==> config.mk <==
export PLATFORM = sky130hd
export DESIGN_NAME = alu_dispatch
export DESIGN_NICKNAME = d
export VERILOG_FILES = /design/src/rtl/alu_pkg.sv /design/src/rtl/alu_scoreboard.sv /design/src/rtl/alu_dispatch.sv
export SDC_FILE = /design/constraint.sdc
export NUM_CORES = 1
export LEC_CHECK = 0
export BUFFER_PORTS_ARGS = -buffer_cell sky130_fd_sc_hd__buf_2
export CAP_MARGIN = 40
export CORE_ASPECT_RATIO = 0.6
export CORE_MARGIN = 2
export CORE_UTILIZATION = 50
export DETAILED_ROUTE_END_ITERATION = 8
export PLACE_DENSITY_LB_ADDON = 0.2
export SLEW_MARGIN = 40
export SYNTH_ARGS = -nofsm -noshare
export SYNTH_HDL_FRONTEND = slang
export SYNTH_SLANG_ARGS = --single-unit
export TNS_END_PERCENT = 30
==> constraint.sdc <==
create_clock -name clk -period 8.6 [get_ports clk]
set_clock_uncertainty 0.05 [all_clocks]
set_input_delay 1.72 -clock clk [delete_from_list [all_inputs] [get_ports clk]]
set_output_delay 1.72 -clock clk [all_outputs]
set_load 0.02 [all_outputs]
==> src/rtl/alu_pkg.sv <==
// Shared decode constants, dispatch FSM states and the decoded-op record for the ALU front end.
// Latency: n/a (types and a pure decode function only).
// Backpressure: n/a.
package alu_pkg;

  localparam logic [6:0] OPC_OP     = 7'h33;
  localparam logic [6:0] OPC_OP_IMM = 7'h13;

  localparam logic [2:0] F3_ADD_SUB = 3'd0;
  localparam logic [2:0] F3_SRL_SRA = 3'd5;
  localparam logic [6:0] F7_BASE    = 7'h00;
  localparam logic [6:0] F7_ALT     = 7'h20;  // SUB / SRA / SRAI

  typedef enum logic [1:0] {
    ST_EMPTY    = 2'd0,
    ST_WAIT_OPS = 2'd1,
    ST_VALID    = 2'd2
  } dispatch_state_e;

  typedef struct packed {
    logic        legal;
    logic        uses_imm;
    logic [4:0]  rs1;
    logic [4:0]  rs2;
    logic [4:0]  rd;
    logic [2:0]  funct3;
    logic [6:0]  funct7;
    logic [11:0] imm;
  } dec_op_t;

  // Field extraction only; rs2 is meaningless for OP-IMM but harmless to read.
  function automatic dec_op_t decode(input logic [31:0] instr);
    dec_op_t d;
    d.legal    = (instr[6:0] == OPC_OP) || (instr[6:0] == OPC_OP_IMM);
    d.uses_imm = (instr[6:0] == OPC_OP_IMM);
    d.rs1      = instr[19:15];
    d.rs2      = instr[24:20];
    d.rd       = instr[11:7];
    d.funct3   = instr[14:12];
    d.funct7   = instr[31:25];
    d.imm      = instr[31:20];
    return d;
  endfunction

endpackage

==> src/rtl/alu_scoreboard.sv <==
// Pending-destination scoreboard for x1..x31; x0 is never pending.
// Latency: set/clear visible on the cycle after the edge; *_nxt ports show the post-edge value now.
// Backpressure: none; set wins over clear on the same register (the younger op owns it).
import alu_pkg::*;

module alu_scoreboard (
  input  logic       clk,
  input  logic       rst,
  input  logic       set_en,
  input  logic [4:0] set_idx,
  input  logic       clr_en,
  input  logic [4:0] clr_idx,
  input  logic [4:0] ra1,
  input  logic [4:0] ra2,
  output logic       busy1,
  output logic       busy1_nxt,
  output logic       busy2,
  output logic       busy2_nxt
);

  logic [31:1] pend_q;
  logic [31:0] cur;
  logic [31:0] nxt;

  assign cur = {pend_q, 1'b0};

  // Apply clear first so a same-cycle set on the same register takes priority.
  always_comb begin
    nxt = cur;
    if (clr_en) nxt[clr_idx] = 1'b0;
    if (set_en) nxt[set_idx] = 1'b1;
    nxt[0] = 1'b0;
  end

  // Pending vector register.
  always_ff @(posedge clk or posedge rst) begin
    if (rst) pend_q <= '0;
    else     pend_q <= nxt[31:1];
  end

  assign busy1     = cur[ra1];
  assign busy1_nxt = nxt[ra1];
  assign busy2     = cur[ra2];
  assign busy2_nxt = nxt[ra2];

endmodule

==> src/rtl/alu_dispatch.sv <==
// ALU dispatch: decodes OP/OP-IMM, reads the RF, waits on scoreboard hazards, presents registered operands.
// Latency: accept at cycle N -> out_valid at N+1 when no operand is pending.
// Backpressure: in_ready only when empty or issuing; outputs hold while out_valid & !out_ready.
// Build option WB_BYPASS_EN: pending operands capture wb_data directly instead of re-reading the RF.
import alu_pkg::*;

module alu_dispatch #(
  parameter int DATA_WIDTH = 64
) (
  input  logic                  clk,
  input  logic                  rst,
  input  logic                  in_valid,
  output logic                  in_ready,
  input  logic [31:0]           in_instr,
  output logic [4:0]            rf_raddr1,
  output logic [4:0]            rf_raddr2,
  input  logic [DATA_WIDTH-1:0] rf_rdata1,
  input  logic [DATA_WIDTH-1:0] rf_rdata2,
  input  logic                  wb_valid,
  input  logic [4:0]            wb_rd,
  input  logic [DATA_WIDTH-1:0] wb_data,
  output logic [DATA_WIDTH-1:0] lhs,
  output logic [DATA_WIDTH-1:0] rhs,
  output logic                  lhs_valid,
  output logic                  rhs_valid,
  output logic                  uses_imm,
  output logic [2:0]            funct3,
  output logic [6:0]            funct7,
  output logic [4:0]            rd,
  output logic                  out_valid,
  input  logic                  out_ready,
  output logic                  illegal
);

  dispatch_state_e       state, state_nxt;
  dec_op_t               dec;
  logic [4:0]            rs1_q, rs2_q;
  logic                  accept, issue, load, illegal_nxt, sb_set;
  logic                  lhs_valid_nxt, rhs_valid_nxt;
  logic [DATA_WIDTH-1:0] lhs_nxt, rhs_nxt, imm_ext, dval1, dval2;
  logic                  busy1, busy1_nxt, busy2, busy2_nxt;
  logic                  hit1, hit2, pend1, pend2;

  assign dec     = decode(in_instr);
  assign imm_ext = {{(DATA_WIDTH-12){dec.imm[11]}}, dec.imm};

  assign out_valid = (state == ST_VALID);
  assign in_ready  = !rst && ((state == ST_EMPTY) || (out_valid && out_ready));
  assign accept    = in_valid && in_ready;
  assign issue     = out_valid && out_ready;
  assign sb_set    = issue && (rd != 5'd0);

  // While waiting, keep reading the held sources so a cleared bit can pick up the fresh RF value.
  assign rf_raddr1 = (state == ST_WAIT_OPS) ? rs1_q : dec.rs1;
  assign rf_raddr2 = (state == ST_WAIT_OPS) ? rs2_q : dec.rs2;

  assign hit1 = wb_valid && (wb_rd == rf_raddr1) && (rf_raddr1 != 5'd0);
  assign hit2 = wb_valid && (wb_rd == rf_raddr2) && (rf_raddr2 != 5'd0);

  alu_scoreboard u_sb (
    .clk       (clk),
    .rst       (rst),
    .set_en    (sb_set),
    .set_idx   (rd),
    .clr_en    (wb_valid),
    .clr_idx   (wb_rd),
    .ra1       (rf_raddr1),
    .ra2       (rf_raddr2),
    .busy1     (busy1),
    .busy1_nxt (busy1_nxt),
    .busy2     (busy2),
    .busy2_nxt (busy2_nxt)
  );

  // Decode-time operand resolution. Without bypass, a writeback landing this cycle still leaves the
  // RF read stale (RF is written on the same edge), so such an operand is treated as pending.
  always_comb begin
`ifdef WB_BYPASS_EN
    pend1 = busy1_nxt;
    pend2 = busy2_nxt;
    dval1 = hit1 ? wb_data : rf_rdata1;
    dval2 = hit2 ? wb_data : rf_rdata2;
`else
    pend1 = busy1_nxt || hit1;
    pend2 = busy2_nxt || hit2;
    dval1 = rf_rdata1;
    dval2 = rf_rdata2;
`endif
    if (dec.rs1 == 5'd0) begin
      pend1 = 1'b0;
      dval1 = '0;
    end
    if (dec.rs2 == 5'd0) begin
      pend2 = 1'b0;
      dval2 = '0;
    end
  end

  // Next-state and next-operand logic.
  always_comb begin
    state_nxt     = state;
    lhs_nxt       = lhs;
    rhs_nxt       = rhs;
    lhs_valid_nxt = lhs_valid;
    rhs_valid_nxt = rhs_valid;
    load          = 1'b0;
    illegal_nxt   = 1'b0;
    if (issue) begin
      state_nxt     = ST_EMPTY;
      lhs_valid_nxt = 1'b0;
      rhs_valid_nxt = 1'b0;
    end
    if (accept) begin
      if (!dec.legal) begin
        illegal_nxt = 1'b1;
        state_nxt   = ST_EMPTY;
      end else begin
        load          = 1'b1;
        lhs_nxt       = dval1;
        lhs_valid_nxt = !pend1;
        if (dec.uses_imm) begin
          rhs_nxt       = imm_ext;
          rhs_valid_nxt = 1'b1;
        end else begin
          rhs_nxt       = dval2;
          rhs_valid_nxt = !pend2;
        end
        state_nxt = (lhs_valid_nxt && rhs_valid_nxt) ? ST_VALID : ST_WAIT_OPS;
      end
    end else if (state == ST_WAIT_OPS) begin
      if (!lhs_valid) begin
`ifdef WB_BYPASS_EN
        if (hit1) begin
          lhs_nxt       = wb_data;
          lhs_valid_nxt = 1'b1;
        end else
`endif
        if (!busy1) begin
          lhs_nxt       = rf_rdata1;
          lhs_valid_nxt = 1'b1;
        end
      end
      if (!rhs_valid) begin
`ifdef WB_BYPASS_EN
        if (hit2) begin
          rhs_nxt       = wb_data;
          rhs_valid_nxt = 1'b1;
        end else
`endif
        if (!busy2) begin
          rhs_nxt       = rf_rdata2;
          rhs_valid_nxt = 1'b1;
        end
      end
      if (lhs_valid_nxt && rhs_valid_nxt) state_nxt = ST_VALID;
    end
  end

  // FSM state register.
  always_ff @(posedge clk or posedge rst) begin
    if (rst) state <= ST_EMPTY;
    else     state <= state_nxt;
  end

  // Presented-op registers; decode fields only change when a legal op is loaded.
  always_ff @(posedge clk or posedge rst) begin
    if (rst) begin
      lhs       <= '0;
      rhs       <= '0;
      lhs_valid <= 1'b0;
      rhs_valid <= 1'b0;
      uses_imm  <= 1'b0;
      funct3    <= '0;
      funct7    <= '0;
      rd        <= '0;
      rs1_q     <= '0;
      rs2_q     <= '0;
      illegal   <= 1'b0;
    end else begin
      lhs       <= lhs_nxt;
      rhs       <= rhs_nxt;
      lhs_valid <= lhs_valid_nxt;
      rhs_valid <= rhs_valid_nxt;
      illegal   <= illegal_nxt;
      if (load) begin
        uses_imm <= dec.uses_imm;
        funct3   <= dec.funct3;
        funct7   <= dec.funct7;
        rd       <= dec.rd;
        rs1_q    <= dec.rs1;
        rs2_q    <= dec.rs2;
      end
    end
  end

endmodule
==> summary.md <==
| Metric | Value |
|---|---|
| Status | `finished clean` |
| Ys flop type | `dfrtp_1` |
| # hold bufs at CTS | `0` |
| Total CTS buffers | `17` |
| Layout fillers | `1740` |
| Min-delay src | `uses_imm$_DFFE_PP0P_` |
| Final hold violation count | `0` |
| Pwr/cell area | `182.2 mW/mm^2` |
| Drt pass-1 iters | `5` |
| Lkg Pwr | `6.430 nW` |
| Kind of critical path | `flip-flop to flip-flop` |
| Routed len/inst | `20.79 um` |
| Worst-margin pin slew | `0.8650 ns` |
| Initial drt markers | `881` |
| Core area | `0.02007 mm^2` |
| Largest net degree at the start of global routing | `120` |
| Max-slew headroom | `0.4069` |
| RR Startpoint | `state[1]$_DFF_PP0_` |
| Design area | `0.01260 mm^2` |
| VDD IR max | `0.1402 mV` |
| DRC | `0` |
| Placement Cell Area | `0.01204 mm^2` |
| Number of synthesized flops with an enable pin | `0` |
| FF+latch count, synth | `190` |
| Rows | `40` |
| DR vias/cell | `5.688` |
| Hold crit path type | `flip-flop to flip-flop` |
| Clock root cell | `clkbuf_16` |
| Die ar. | `0.02172 mm^2` |
| RSZ-0062 raised after global routing | `false` |
| Final critical path time including I/O delays and setup | `5.447 ns` |
| Synth Instances | `1030` |
| Vias | `9186` |
| Final HPWL DP | `24.51 mm` |
| Max clock buf depth | `2` |
| Crit path max fanout | `43` |
| Mapped Nets | `1264` |
| Distinct cells, synth | `70` |
| Synthesized area per cell | `9.963 um^2` |
| Worst skew pair latency | `0.44 ns` |
| WP data arrival | `5.75 ns` |
| Die W | `189.0 um` |
| Crit path launch | `state[1]$_DFF_PP0_` |
| Crit start category | `flip-flop` |
| Clk slew on worst S/H paths | `0.07 ns` |
| Setup violators final | `0` |
| Setup Fix Bufs, Post-CTS | `0` |
| FFs w/ async S/R, synth | `1.000` |
| Total gr overflow | `0` |
| Final WS setup | `3.153 ns` |
| Global-route wire length before repair | `50.75 mm` |
| Crit end category | `flip-flop` |
| Post-Route WL | `33.58 mm` |
| IO Port Bufs | `328` |
| Antenna Cells | `0` |
| CTS sink count | `190` |
| Final ANT Viol Nets | `0` |
| Setup TNS Final | `0 ns` |
| Resized cells post-CTS | `0` |
| Yosys warns | `0` |
| Sequential area share after synthesis | `0.4633` |
| Hold Slack | `0.4278 ns` |
| Max-Cap Viols | `0` |
| Total Routing Usage GR | `0.3077` |
| Starting Density | `0.5113` |
| Gpl congestion | `0.9730` |
| F_max | `183.6 MHz` |
| Number of global-route vias before repair | `8776` |
| Initial antenna violation count | `0` |
| Power Total | `2.296 mW` |
| Layout overhead on the synthesized area | `22.81%` |
| Layout cells sized above 1 | `0.3212` |
| Post-Syn Area | `0.01026 mm^2` |
| Setup Slack @ Placement | `2.927 ns` |
| Period utilization | `0.6333` |
| # IOs | `393` |
| CP Data Required Time | `8.91 ns` |
| Final Net Count | `1565` |
| Max-slew violations | `0` |
| Die extent in y | `115.0 um` |
| H-tree levels | `4` |
| CTS tree | `built` |
==> synth_stat cells (all sizes together), types with 4 or more instances <==
master / number / area [um^2]
mux2: 87 / 979.7
inv: 83 / 314.0
o211ai: 10 / 75.07
nand4b: 4 / 35.03
buf: 26 / 272.8
o22ai: 7 / 43.79
nor2: 17 / 63.81
nand2: 210 / 788.3
a311oi: 4 / 41.29
mux2i: 105 / 1079
a22o: 12 / 105.1
o31ai: 9 / 77.57
a21oi: 19 / 95.09
clkbuf: 37 / 138.9
dfrtp: 190 / 4755
nand2b: 14 / 95.09
a221oi: 9 / 78.83
a211oi: 7 / 52.55
nand4: 10 / 62.56
nor2b: 5 / 31.28
nor3: 9 / 45.04
xnor2: 8 / 70.07
nand3: 18 / 90.09
o21ai: 70 / 350.3
a22oi: 7 / 52.55
==> cell usage in the layout (no fill, tap or decap), types with 14 or more instances in the layout <==
master and n:
buf_2 328, nand2_1 208, dfrtp_1 190, mux2i_1 98, inv_1 77, o21ai_0 67
mux2_1 54, mux2_2 33, a21oi_1 19, nand3_1 18, nor2_1 17, clkbuf_16 17
buf_4 14
==> stage by stage <==
stage	utilization	cells
CTS	0.6277	1615
finish	0.6280	1615
floorplan	-	1030
global placement	0.5969	1583
detailed placement	0.5997	1585
global route	0.6280	1615
==> report_power, final <==
part	switching (mW)	internal [mW]	total, mW
sequential	0.0579	0.984	1.04
combinational	0.303	0.176	0.478
clock	0.342	0.434	0.776
total	0.703	1.59	2.30
==> critical path, cell delays in order, from the launching register on <==
cell       delay [ns]
dfrtp_1          0.73
nand2b_4         0.64
mux2i_2          0.73
inv_1            0.57
nand3_1          0.19
o22ai_1          0.14
nor4_1           0.50
a2bb2oi_2        0.23
o31ai_4          0.20
buf_4            0.38
buf_4            0.65
mux2i_1          0.28
==> cell type report <==
class	instances	area, um^2	area share
Sequential cell	190	4755	0.3772
Timing Repair Buffer	345	1789	0.1420
Clock buffer	21	450.4	0.03574
Inverter	83	326.6	0.02591
Tap cell	273	341.6	0.02710
Multi-Input combinational cell	694	4828	0.3831
Clock inverter	9	112.6	0.008935
==> logic make-up after synthesis <==
kind of cell / count (synthesis) / share of synthesized area
buf+inv: 146 / 0.07071
compound gates: 178 / 0.1152
simple gates: 315 / 0.1408
xor+xnor: 8 / 0.006828
flops: 190 / 0.4633
mux: 193 / 0.2031
==> per-layer routing <==
layer / wire [um] / track usage / vias to the layer above
li1: - / - / 4185
met1: 14630 / 0.4341 / 4433
met2: 14680 / 0.4552 / 515
met3: 3690 / 0.09707 / 53
met4: 584 / 0.09479 / 0
met5: 0 / 0 / -
==> registers in the layout, indices dropped and copies added (netlist names) <==
register     cells
rhs             64
rs2_q            5
lhs_valid        1
illegal          1
state            2
funct7           7
rd               5
lhs             64
uses_imm         1
u_sb.pend_q     31
funct3           3
rs1_q            5
rhs_valid        1
==> path summary, 6_finish.rpt <==
kind / to / slack, ns / depth (start not counted)
min in group asynchronous: u_sb.pend_q[31]$_DFF_PP0_ / 1.28 / 2
worst min-delay path: uses_imm$_DFFE_PP0P_ / 0.43 / 1
worst max register to register: lhs[32]$_DFFE_PP0P_ / 3.15 / 11
worst max-delay path: lhs[32]$_DFFE_PP0P_ / 3.15 / 11
worst min register to register: uses_imm$_DFFE_PP0P_ / 0.43 / 1
max in group asynchronous: lhs[54]$_DFFE_PP0P_ / 6.18 / 3
Power figures use the tool's default switching activity.
